--- src/rtl/data_mem_arbiter_pkg.sv ---
// -----------------------------------------------------------------------------
// data_mem_arbiter_pkg
// Shared definitions for the data-RAM arbiter:
//   state_t  - arbiter FSM state encoding (IDLE, BUSY, RESP)
//   owner_t  - requester identity (CORE, LOADER)
//   TIMEOUT_DEFAULT - default number of BUSY cycles before an access aborts
//   CNT_W    - width of the BUSY-cycle counter
// -----------------------------------------------------------------------------
package data_mem_arbiter_pkg;

   typedef enum logic [1:0] {
      IDLE = 2'd0,
      BUSY = 2'd1,
      RESP = 2'd2
   } state_t;

   typedef enum logic {
      CORE   = 1'b0,
      LOADER = 1'b1
   } owner_t;

   localparam int unsigned TIMEOUT_DEFAULT = 32'd15;

   // TIMEOUT is limited to 255, so an 8-bit counter never wraps.
   localparam int unsigned CNT_W = 32'd8;

   // Returns the requester that did not win the last arbitration.
   function automatic owner_t other_owner(input owner_t who);
      owner_t res;
      if (who == CORE) begin
         res = LOADER;
      end else begin
         res = CORE;
      end
      return res;
   endfunction

endpackage

--- src/rtl/data_mem_arbiter_rr_arbiter2.sv ---
// -----------------------------------------------------------------------------
// rr_arbiter2
// Combinational two-way round-robin pick.
//   req_core    in  core request
//   req_loader  in  loader request
//   last_grant  in  requester granted most recently
//   grant       out selected requester (meaningful when valid=1)
//   valid       out at least one request is present
// On a tie the requester that did not win last time is chosen.
// -----------------------------------------------------------------------------
module rr_arbiter2
   import data_mem_arbiter_pkg::*;
(
   input  logic   req_core,
   input  logic   req_loader,
   input  owner_t last_grant,
   output owner_t grant,
   output logic   valid
);

   // Round-robin selection between the two requests
   always_comb begin
      grant = CORE;
      valid = 1'b0;
      case ({req_core, req_loader})
         2'b10: begin
            grant = CORE;
            valid = 1'b1;
         end
         2'b01: begin
            grant = LOADER;
            valid = 1'b1;
         end
         2'b11: begin
            grant = other_owner(last_grant);
            valid = 1'b1;
         end
         default: begin
            grant = CORE;
            valid = 1'b0;
         end
      endcase
   end

endmodule

--- src/rtl/data_mem_arbiter.sv ---
// -----------------------------------------------------------------------------
// data_mem_arbiter
// Shares the single data-RAM port between the core load/store path and the
// debug/program loader, with round-robin arbitration and a memory timeout.
//
// Parameters
//   AW       address width
//   DW       data width
//   TIMEOUT  BUSY cycles to wait for m_ready before aborting (1..255)
//
// Ports
//   clk, rst                    clock (rising edge), async active-high reset
//   c_req/c_we/c_addr/c_wdata   core request, held until c_ready
//   c_rdata, c_ready            core load data and 1-cycle completion pulse
//   l_req/l_we/l_addr/l_wdata   loader request, held until l_ready
//   l_rdata, l_ready            loader load data and 1-cycle completion pulse
//   err                         1-cycle pulse with ready when the access timed out
//   m_en/m_we/m_addr/m_wdata    memory strobe, write enable, address, write data
//   m_rdata, m_ready            memory read data and done indication
//
// Every output comes from a flop; requester inputs only reach the memory port
// through the registers loaded at grant time.
// -----------------------------------------------------------------------------
module data_mem_arbiter
   import data_mem_arbiter_pkg::*;
#(
   parameter int unsigned AW      = 32'd16,
   parameter int unsigned DW      = 32'd32,
   parameter int unsigned TIMEOUT = TIMEOUT_DEFAULT
) (
   input  logic          clk,
   input  logic          rst,

   input  logic          c_req,
   input  logic          c_we,
   input  logic [AW-1:0] c_addr,
   input  logic [DW-1:0] c_wdata,
   output logic [DW-1:0] c_rdata,
   output logic          c_ready,

   input  logic          l_req,
   input  logic          l_we,
   input  logic [AW-1:0] l_addr,
   input  logic [DW-1:0] l_wdata,
   output logic [DW-1:0] l_rdata,
   output logic          l_ready,

   output logic          err,

   output logic          m_en,
   output logic          m_we,
   output logic [AW-1:0] m_addr,
   output logic [DW-1:0] m_wdata,
   input  logic [DW-1:0] m_rdata,
   input  logic          m_ready
);

   // Counter value of the final BUSY cycle before the access is abandoned.
   localparam logic [CNT_W-1:0] LAST_CNT = CNT_W'(TIMEOUT - 32'd1);

   state_t             state_r;
   owner_t             owner_r;
   owner_t             last_grant_r;
   logic [CNT_W-1:0]   cnt_r;

   logic               m_en_r;
   logic               m_we_r;
   logic [AW-1:0]      m_addr_r;
   logic [DW-1:0]      m_wdata_r;
   logic               c_ready_r;
   logic               l_ready_r;
   logic [DW-1:0]      c_rdata_r;
   logic [DW-1:0]      l_rdata_r;
   logic               err_r;

   owner_t             grant_s;
   logic               grant_valid_s;
   logic               sel_we_s;
   logic [AW-1:0]      sel_addr_s;
   logic [DW-1:0]      sel_wdata_s;
   logic [DW-1:0]      cap_data_s;

   rr_arbiter2 u_rr_arbiter2 (
      .req_core   (c_req),
      .req_loader (l_req),
      .last_grant (last_grant_r),
      .grant      (grant_s),
      .valid      (grant_valid_s)
   );

   // Request fields of the requester that would be granted this cycle
   always_comb begin
      sel_we_s    = 1'b0;
      sel_addr_s  = {AW{1'b0}};
      sel_wdata_s = {DW{1'b0}};
      if (grant_s == LOADER) begin
         sel_we_s    = l_we;
         sel_addr_s  = l_addr;
         sel_wdata_s = l_wdata;
      end else begin
         sel_we_s    = c_we;
         sel_addr_s  = c_addr;
         sel_wdata_s = c_wdata;
      end
   end

   // Data returned on a successful access: stores return zero
   always_comb begin
      cap_data_s = {DW{1'b0}};
      if (m_we_r) begin
         cap_data_s = {DW{1'b0}};
      end else begin
         cap_data_s = m_rdata;
      end
   end

   // Arbiter FSM, latched request, timeout counter and all registered outputs
   always_ff @(posedge clk or posedge rst) begin
      if (rst) begin
         state_r      <= IDLE;
         owner_r      <= CORE;
         last_grant_r <= LOADER;
         cnt_r        <= {CNT_W{1'b0}};
         m_en_r       <= 1'b0;
         m_we_r       <= 1'b0;
         m_addr_r     <= {AW{1'b0}};
         m_wdata_r    <= {DW{1'b0}};
         c_ready_r    <= 1'b0;
         l_ready_r    <= 1'b0;
         c_rdata_r    <= {DW{1'b0}};
         l_rdata_r    <= {DW{1'b0}};
         err_r        <= 1'b0;
      end else begin
         // Completion and error indications are single-cycle pulses.
         c_ready_r <= 1'b0;
         l_ready_r <= 1'b0;
         err_r     <= 1'b0;
         case (state_r)
            IDLE: begin
               if (grant_valid_s) begin
                  owner_r      <= grant_s;
                  last_grant_r <= grant_s;
                  m_en_r       <= 1'b1;
                  m_we_r       <= sel_we_s;
                  m_addr_r     <= sel_addr_s;
                  m_wdata_r    <= sel_wdata_s;
                  cnt_r        <= {CNT_W{1'b0}};
                  state_r      <= BUSY;
               end else begin
                  state_r      <= IDLE;
               end
            end
            BUSY: begin
               if (m_ready || (cnt_r == LAST_CNT)) begin
                  // Access ends: hand the result to the owner next cycle.
                  m_en_r  <= 1'b0;
                  m_we_r  <= 1'b0;
                  err_r   <= ~m_ready;
                  state_r <= RESP;
                  if (owner_r == LOADER) begin
                     l_ready_r <= 1'b1;
                     l_rdata_r <= m_ready ? cap_data_s : {DW{1'b0}};
                  end else begin
                     c_ready_r <= 1'b1;
                     c_rdata_r <= m_ready ? cap_data_s : {DW{1'b0}};
                  end
               end else begin
                  cnt_r   <= cnt_r + {{(CNT_W-1){1'b0}}, 1'b1};
                  state_r <= BUSY;
               end
            end
            RESP: begin
               state_r <= IDLE;
            end
            default: begin
               // Unreachable encoding: park safely with the memory idle.
               m_en_r  <= 1'b0;
               m_we_r  <= 1'b0;
               state_r <= IDLE;
            end
         endcase
      end
   end

   assign m_en    = m_en_r;
   assign m_we    = m_we_r;
   assign m_addr  = m_addr_r;
   assign m_wdata = m_wdata_r;
   assign c_ready = c_ready_r;
   assign l_ready = l_ready_r;
   assign c_rdata = c_rdata_r;
   assign l_rdata = l_rdata_r;
   assign err     = err_r;

endmodule

--- config.mk ---
export PLATFORM = sky130hd
export DESIGN_NAME = data_mem_arbiter
export DESIGN_NICKNAME = d
export VERILOG_FILES = /design/src/rtl/data_mem_arbiter_pkg.sv /design/src/rtl/data_mem_arbiter_rr_arbiter2.sv /design/src/rtl/data_mem_arbiter.sv
export SDC_FILE = /design/constraint.sdc
export NUM_CORES = 1
export LEC_CHECK = 0
export BUFFER_PORTS_ARGS = -buffer_cell sky130_fd_sc_hd__buf_2
export CAP_MARGIN = 30
export CORE_UTILIZATION = 47
export CTS_CLUSTER_SIZE = 14
export DETAILED_ROUTE_END_ITERATION = 7
export PLACE_DENSITY = 0.91
export SKIP_CTS_REPAIR_TIMING = 1
export SYNTH_ARGS = -nofsm -noshare
export SYNTH_HDL_FRONTEND = slang
export SYNTH_SLANG_ARGS = --single-unit
--- constraint.sdc ---
create_clock -name clk -period 5.46 [get_ports clk]
set_clock_uncertainty 0.15 [all_clocks]
set_input_delay 1.092 -clock clk [delete_from_list [all_inputs] [get_ports clk]]
set_output_delay 1.092 -clock clk [all_outputs]
set_load 0.005 [all_outputs]
# --- After elaboration in Yosys (flattened, before gate mapping) ---
# Index checks and enable logic that the tools add are counted.
totals:
  reg_bits: 129
  latch_bits: 0
  ramBits: 0
  mem_bits_ro: 0
  output_inout_bits: 117
  n_memories: 0
classes:
  addsub: 1
  mul: 0
  div: 0
  n_lt_le_gt_ge: 0
  n_eq_ne: 9
  shifts: 0
  mux: 27
  bitwise_logic: 3
  n_reduce_logical: 9
op_table:
  columns: ["operator", "n"]
  rows:
  - ["two-way mux 32 bit", 3]
  - ["two-way mux 16 bit", 1]
  - ["two-way mux 8 bit", 2]
  - ["one-hot mux 8 bit (2 select lines)", 1]
  - ["two-way mux 1 bit", 15]
  - ["AND reduction 3 bit", 4]
  - ["adder 8 x 1 -> 8 bit (second input constant)", 1]
  - ["equality test 8 x 4 -> 1 bit (second input constant)", 1]
  - ["equality test 2 bit (second input constant)", 3]
  - ["inequality test 2 bit (second input constant)", 3]
  - ["one-hot mux 1 bit (3 select lines)", 2]
  - ["equality test 2 x 1 -> 1 bit (second input constant)", 2]
  - ["one-hot mux 2 bit (2 select lines)", 1]
  - ["NOT 1 bit", 3]
  - ["OR reduction 3 bit", 1]
  - ["logical NOT 2 bit", 1]
  - ["two-way mux 2 bit", 1]
  - ["one-hot mux 1 bit (2 select lines)", 1]
  - ["AND reduction 2 bit", 1]
  - ["nonzero test 2 bit", 1]
  - ["logical OR 1 bit", 1]

# --- Longest topological paths before layout ---
logic_depth:
  word_depth: 5
  mapped_depth: 7
  depth_no_buf: 6

# --- Cells and area by module ---
# Synthesis repeated with hierarchy kept, for this count alone.
unflattened:
  hier_cells: 600
  area_unflattened_um2: 6212.2
by_module_without_submodules:
  columns: ["mod", "instances", "cells_each", "area_per_inst_um2"]
  rows:
  - ["data_mem_arbiter", 1, 598, 6198.4]
  - ["rr_arbiter2", 1, 2, 13.8]

# --- Least setup slack after synthesis ---
# Ideal clock, no wire load.
synth_path:
  path_type: "input to register"
  from: "input port c_req"
  to: "register cnt_r[7]"
  setup_ns: 0.066
  arrival_time_ns: 2.124
  slack_ns: 3.120
  cell_stages: 5
  cell_sequence: "o21ai_0 clkbuf_1 buf_1 o211ai_1 nand2_1"
synth_between:
  elab_chain_len: 5
  elab_cells_between_ends: 7
synth_rtl:
  columns: ["item", "line", "text"]
  rows:
  - ["start, declared", "data_mem_arbiter.sv:34", "input logic c_req,"]
  - ["equality test 2 bit / equality test 2 x 1 -> 1 bit (equally long branches)", "data_mem_arbiter_rr_arbiter2.sv:25", "case ({req_core, req_loader})"]
  - ["OR reduction 3 bit (no line) *", null, null]
  - ["two-way mux 1 bit *", "data_mem_arbiter_rr_arbiter2.sv:25", null]
  - ["inequality test 2 bit (no line) *", null, null]
  - ["AND reduction 3 bit (no line) *", null, null]
  - ["end signal, assigned", "data_mem_arbiter.sv:123", "cnt_r <= {CNT_W{1'b0}};"]
  - ["end signal, assigned", "data_mem_arbiter.sv:147", "cnt_r <= {CNT_W{1'b0}};"]
  - ["end signal, assigned", "data_mem_arbiter.sv:168", "cnt_r <= cnt_r + {{(CNT_W-1){1'b0}}, 1'b1};"]
  - ["end, declared", "data_mem_arbiter.sv:64", "logic [CNT_W-1:0] cnt_r;"]
# Every way passes the cells marked *; elsewhere a longest branch is shown, timed or not.
# A chain may end at the register's enable or synchronous reset.

# --- Final worst setup path ---
layout_path:
  from: "input port c_req"
  to: "register m_wdata_r[11], in the netlist m_wdata[11]"
layout_between:
  elab_chain_len: 4
  elab_cells_between_ends: 8
layout_rtl:
  columns: ["item", "line", "text"]
  rows:
  - ["equality test 2 bit / equality test 2 x 1 -> 1 bit (equally long branches)", "data_mem_arbiter_rr_arbiter2.sv:25", null]
  - ["OR reduction 3 bit (no line)", null, null]
  - ["two-way mux 1 bit", "data_mem_arbiter_rr_arbiter2.sv:25", null]
  - ["AND reduction 2 bit (no line)", null, null]
  - ["end signal, assigned", "data_mem_arbiter.sv:127", "m_wdata_r <= {DW{1'b0}};"]
  - ["end signal, assigned", "data_mem_arbiter.sv:146", "m_wdata_r <= sel_wdata_s;"]
  - ["end, declared", "data_mem_arbiter.sv:69", "logic [DW-1:0] m_wdata_r;"]
# Parallel ways exist; a longest one is shown, timed or not.

==> summary.md <==
| Metric | Value |
|---|---|
| Status | `completed` |
| Filler instances | `approximately 820` |
| Gr ovfl total | `0` |
| CP endpoint kind | `register` |
| LEAKAGE | `3.73 nW` |
| Final setup vio count | `0` |
| Critical path type | `primary input to register` |
| CP top delay family | `compound AO/OA/AOI/OAI gates` |
| All-Layer GR Usage | `0.248` |
| Hold Path Class | `register to register` |
| Placer Congestion | `just under 0.9` |
| Post-synth EDFFs | `0` |
| Slowest stage delay, CP | `roughly 700 ps` |
| Fin crit share | `0.476` |
| Die X | `around 110 microns` |
| Post-route cell area | `0.00732 sq mm` |
| I/O Pins | `252` |
| DRC | `0` |
| Worst Path Buf+Inv | `2` |
| Worst-Margin Slew | `around 860 ps` |
| Die Ht | `between 100 and 150 microns` |
| Post-Route WL | `about 15 mm` |
| Antenna violations before repair | `0` |
| Largest net degree at the start of global routing | `just under 70` |
| Initial DRC Count | `between 400 and 500` |
| Crit path time final | `~2600 ps` |
| Hold slack | `about 320 ps` |
| Inst Count DP | `roughly 810` |
| CTS buffer count | `17` |
| TNS Setup | `0 ps` |
| Synthesis-stage register bit count | `129` |
| Most frequent cells in the layout | `buf_2 (251), dfrtp_1 (128), a32o_1 (64)` |
| CP cell instances | `buf_2 > o21ai_4 > buf_4 > o21ai_0` |
| Synthesized instance count | `around 440` |
| Vias in the first global route | `between 4,000 and 5,000` |
| Global-route wire length before repair | `approximately 22 mm` |
| Longest Clk Path Bufs | `2` |
| Warnings from Yosys | `0` |
| Overall power | `around 4 mW` |
| N_diodes | `0` |
| Layout area overhead | `35.7%` |
| Wire per inst | `roughly 18 microns` |
| Row count | `38` |
| I/O Buffers | `251` |
| TritonCTS clock tree | `done` |
| Root Driver | `clkbuf_16` |
| Max-slew violation count | `0` |
| Ys flop type | `dfrtp_1` |
| Layout cells sized above 1 | `0.436` |
| Final Non-Filler Cells | `approximately 840` |
| CP max-delay cell | `o21ai_4` |
| Clk Latency, worst-skew pair | `approximately 400 ps` |
| Unique masters post-synth | `35` |
| Fmax | `around 380 MHz` |
| Fin. Hold Viols | `0` |
| Startpoint Class | `primary input` |
| DP Area | `around 0.0067 sq mm` |
| Syn avg cell area | `12.2 sq um` |
| Routed via count | `between 4,000 and 5,000` |
| Commonest non-fill, non-tap cell in the layout | `buf_2` |
| CTS sink cnt | `~130` |
| Arr. time, crit path | `between 2000 and 3000 ps` |
| Dpl hpwl | `roughly 11 mm` |
| Die ar. | `between 0.01 and 0.015 sq mm` |
| Nets | `about 820` |
| Seq/Total Area, Yosys | `0.599` |
| Detailed-route vias per instance | `approximately 5.5` |
| CP required | `5570 ps` |
| CP Max Fanout | `63` |
| Normalized max-slew margin | `0.424` |
| Drt first pass iters | `4` |
| Core Footprint | `0.0110 sq mm` |
| H-tree levels | `4` |
| Routed Antenna Nets | `0` |
| Syn_nets | `roughly 580` |
| RSZ-0062 raised after global routing | `false` |
| Post-synthesis async set-or-reset flop share | `1.00` |
| Pwr/cell area | `between 500 and 600 mW/mm^2` |
| Peak supply drop | `between 0.2 and 0.3 mV` |
| Max-cap violations | `0` |
| Initial Util | `0.489` |
| Mapped cell area | `0.00539 sq mm` |
| Worst-path clk slew | `~60 ps` |
[report_power, final]
group	switching (mW)	total, mW	internal (mW)
clock network	0.424	1.11	0.683
registers	0.239	1.61	1.37
logic	0.737	1.37	0.633
[per-stage QoR]
step,setup WS (ps),util
after global routing,2690,0.663
final,2860,0.663
after detailed placement,2410,0.611
after floorplan,779,-
after CTS,2860,0.663
after global placement,2530,0.611
[metal layers]
metal  routed length [microns]  part of all wire  vias to the layer above  GRT usage
li1                          -                 -                     2141          -
met2                      7920              0.53                      222      0.449
met1                      5720              0.38                     2207      0.283
met3                      1030             0.069                       22     0.0622
met4                       269             0.018                        0     0.0869
met5                         0                 0                        -          0
[state kept, by name (all words and copies together), names as in the netlist]
signal,flops
last_grant_r,1
m_wdata,32
state_r,2
m_en,1
owner_r,1
m_we,1
l_rdata,32
l_ready,1
c_ready,1
cnt_r,8
m_addr,16
c_rdata,32
err,1
[cell usage after synthesis (all sizes together) (2+ instances only)]
cell type  number  share of area
nor2            9         0.0072
dfrtp         128           0.59
o211ai          2         0.0028
inv             5         0.0035
and2            2         0.0023
o21ai          57          0.054
a32o           64           0.12
buf            13          0.019
ha              2         0.0046
nand2          59          0.041
nor3            2         0.0039
nand3           4         0.0037
or3             2         0.0023
clkbuf         23          0.016
or4             2         0.0028
a21oi           3         0.0028
mux2i          51          0.095
[final cells by class]
cell class	count	area [sq um]	share of cell area
clock buffers	19	443	0.0605
clock inverters	13	139	0.0190
inverters	5	21.3	0.00291
multi-input cells	271	1990	0.271
flip-flops and latches	129	3230	0.441
well taps	140	175	0.0239
repair buffers	260	1320	0.181
[logic make-up after synthesis]
group / synth area share
buffers and inverters: 0.0381
adders and majority gates: 0.00464
DFF: 0.599
muxes: 0.0947
AOI/OAI and AO/OA: 0.191
and+or+nand+nor: 0.0722
[final timing paths]
kind,start,to,slack [ps],depth (start not counted)
worst max-delay path,c_req,m_wdata[11],2860,4
worst min-delay path,m_wdata[23],m_wdata[23],320,2
worst max register to register,cnt_r[0],c_rdata[24],3160,7
worst min register to register,m_wdata[23],m_wdata[23],320,2
max in group asynchronous,rst,owner_r,3780,3
min in group asynchronous,rst,c_rdata[20],770,3
[tightest hold or removal path, cell delays in order, from the launching register on]
cell,delay [ps]
dfrtp_1,340
nand2_1,40
o21ai_0,60
Power figures use the tool's default switching activity.
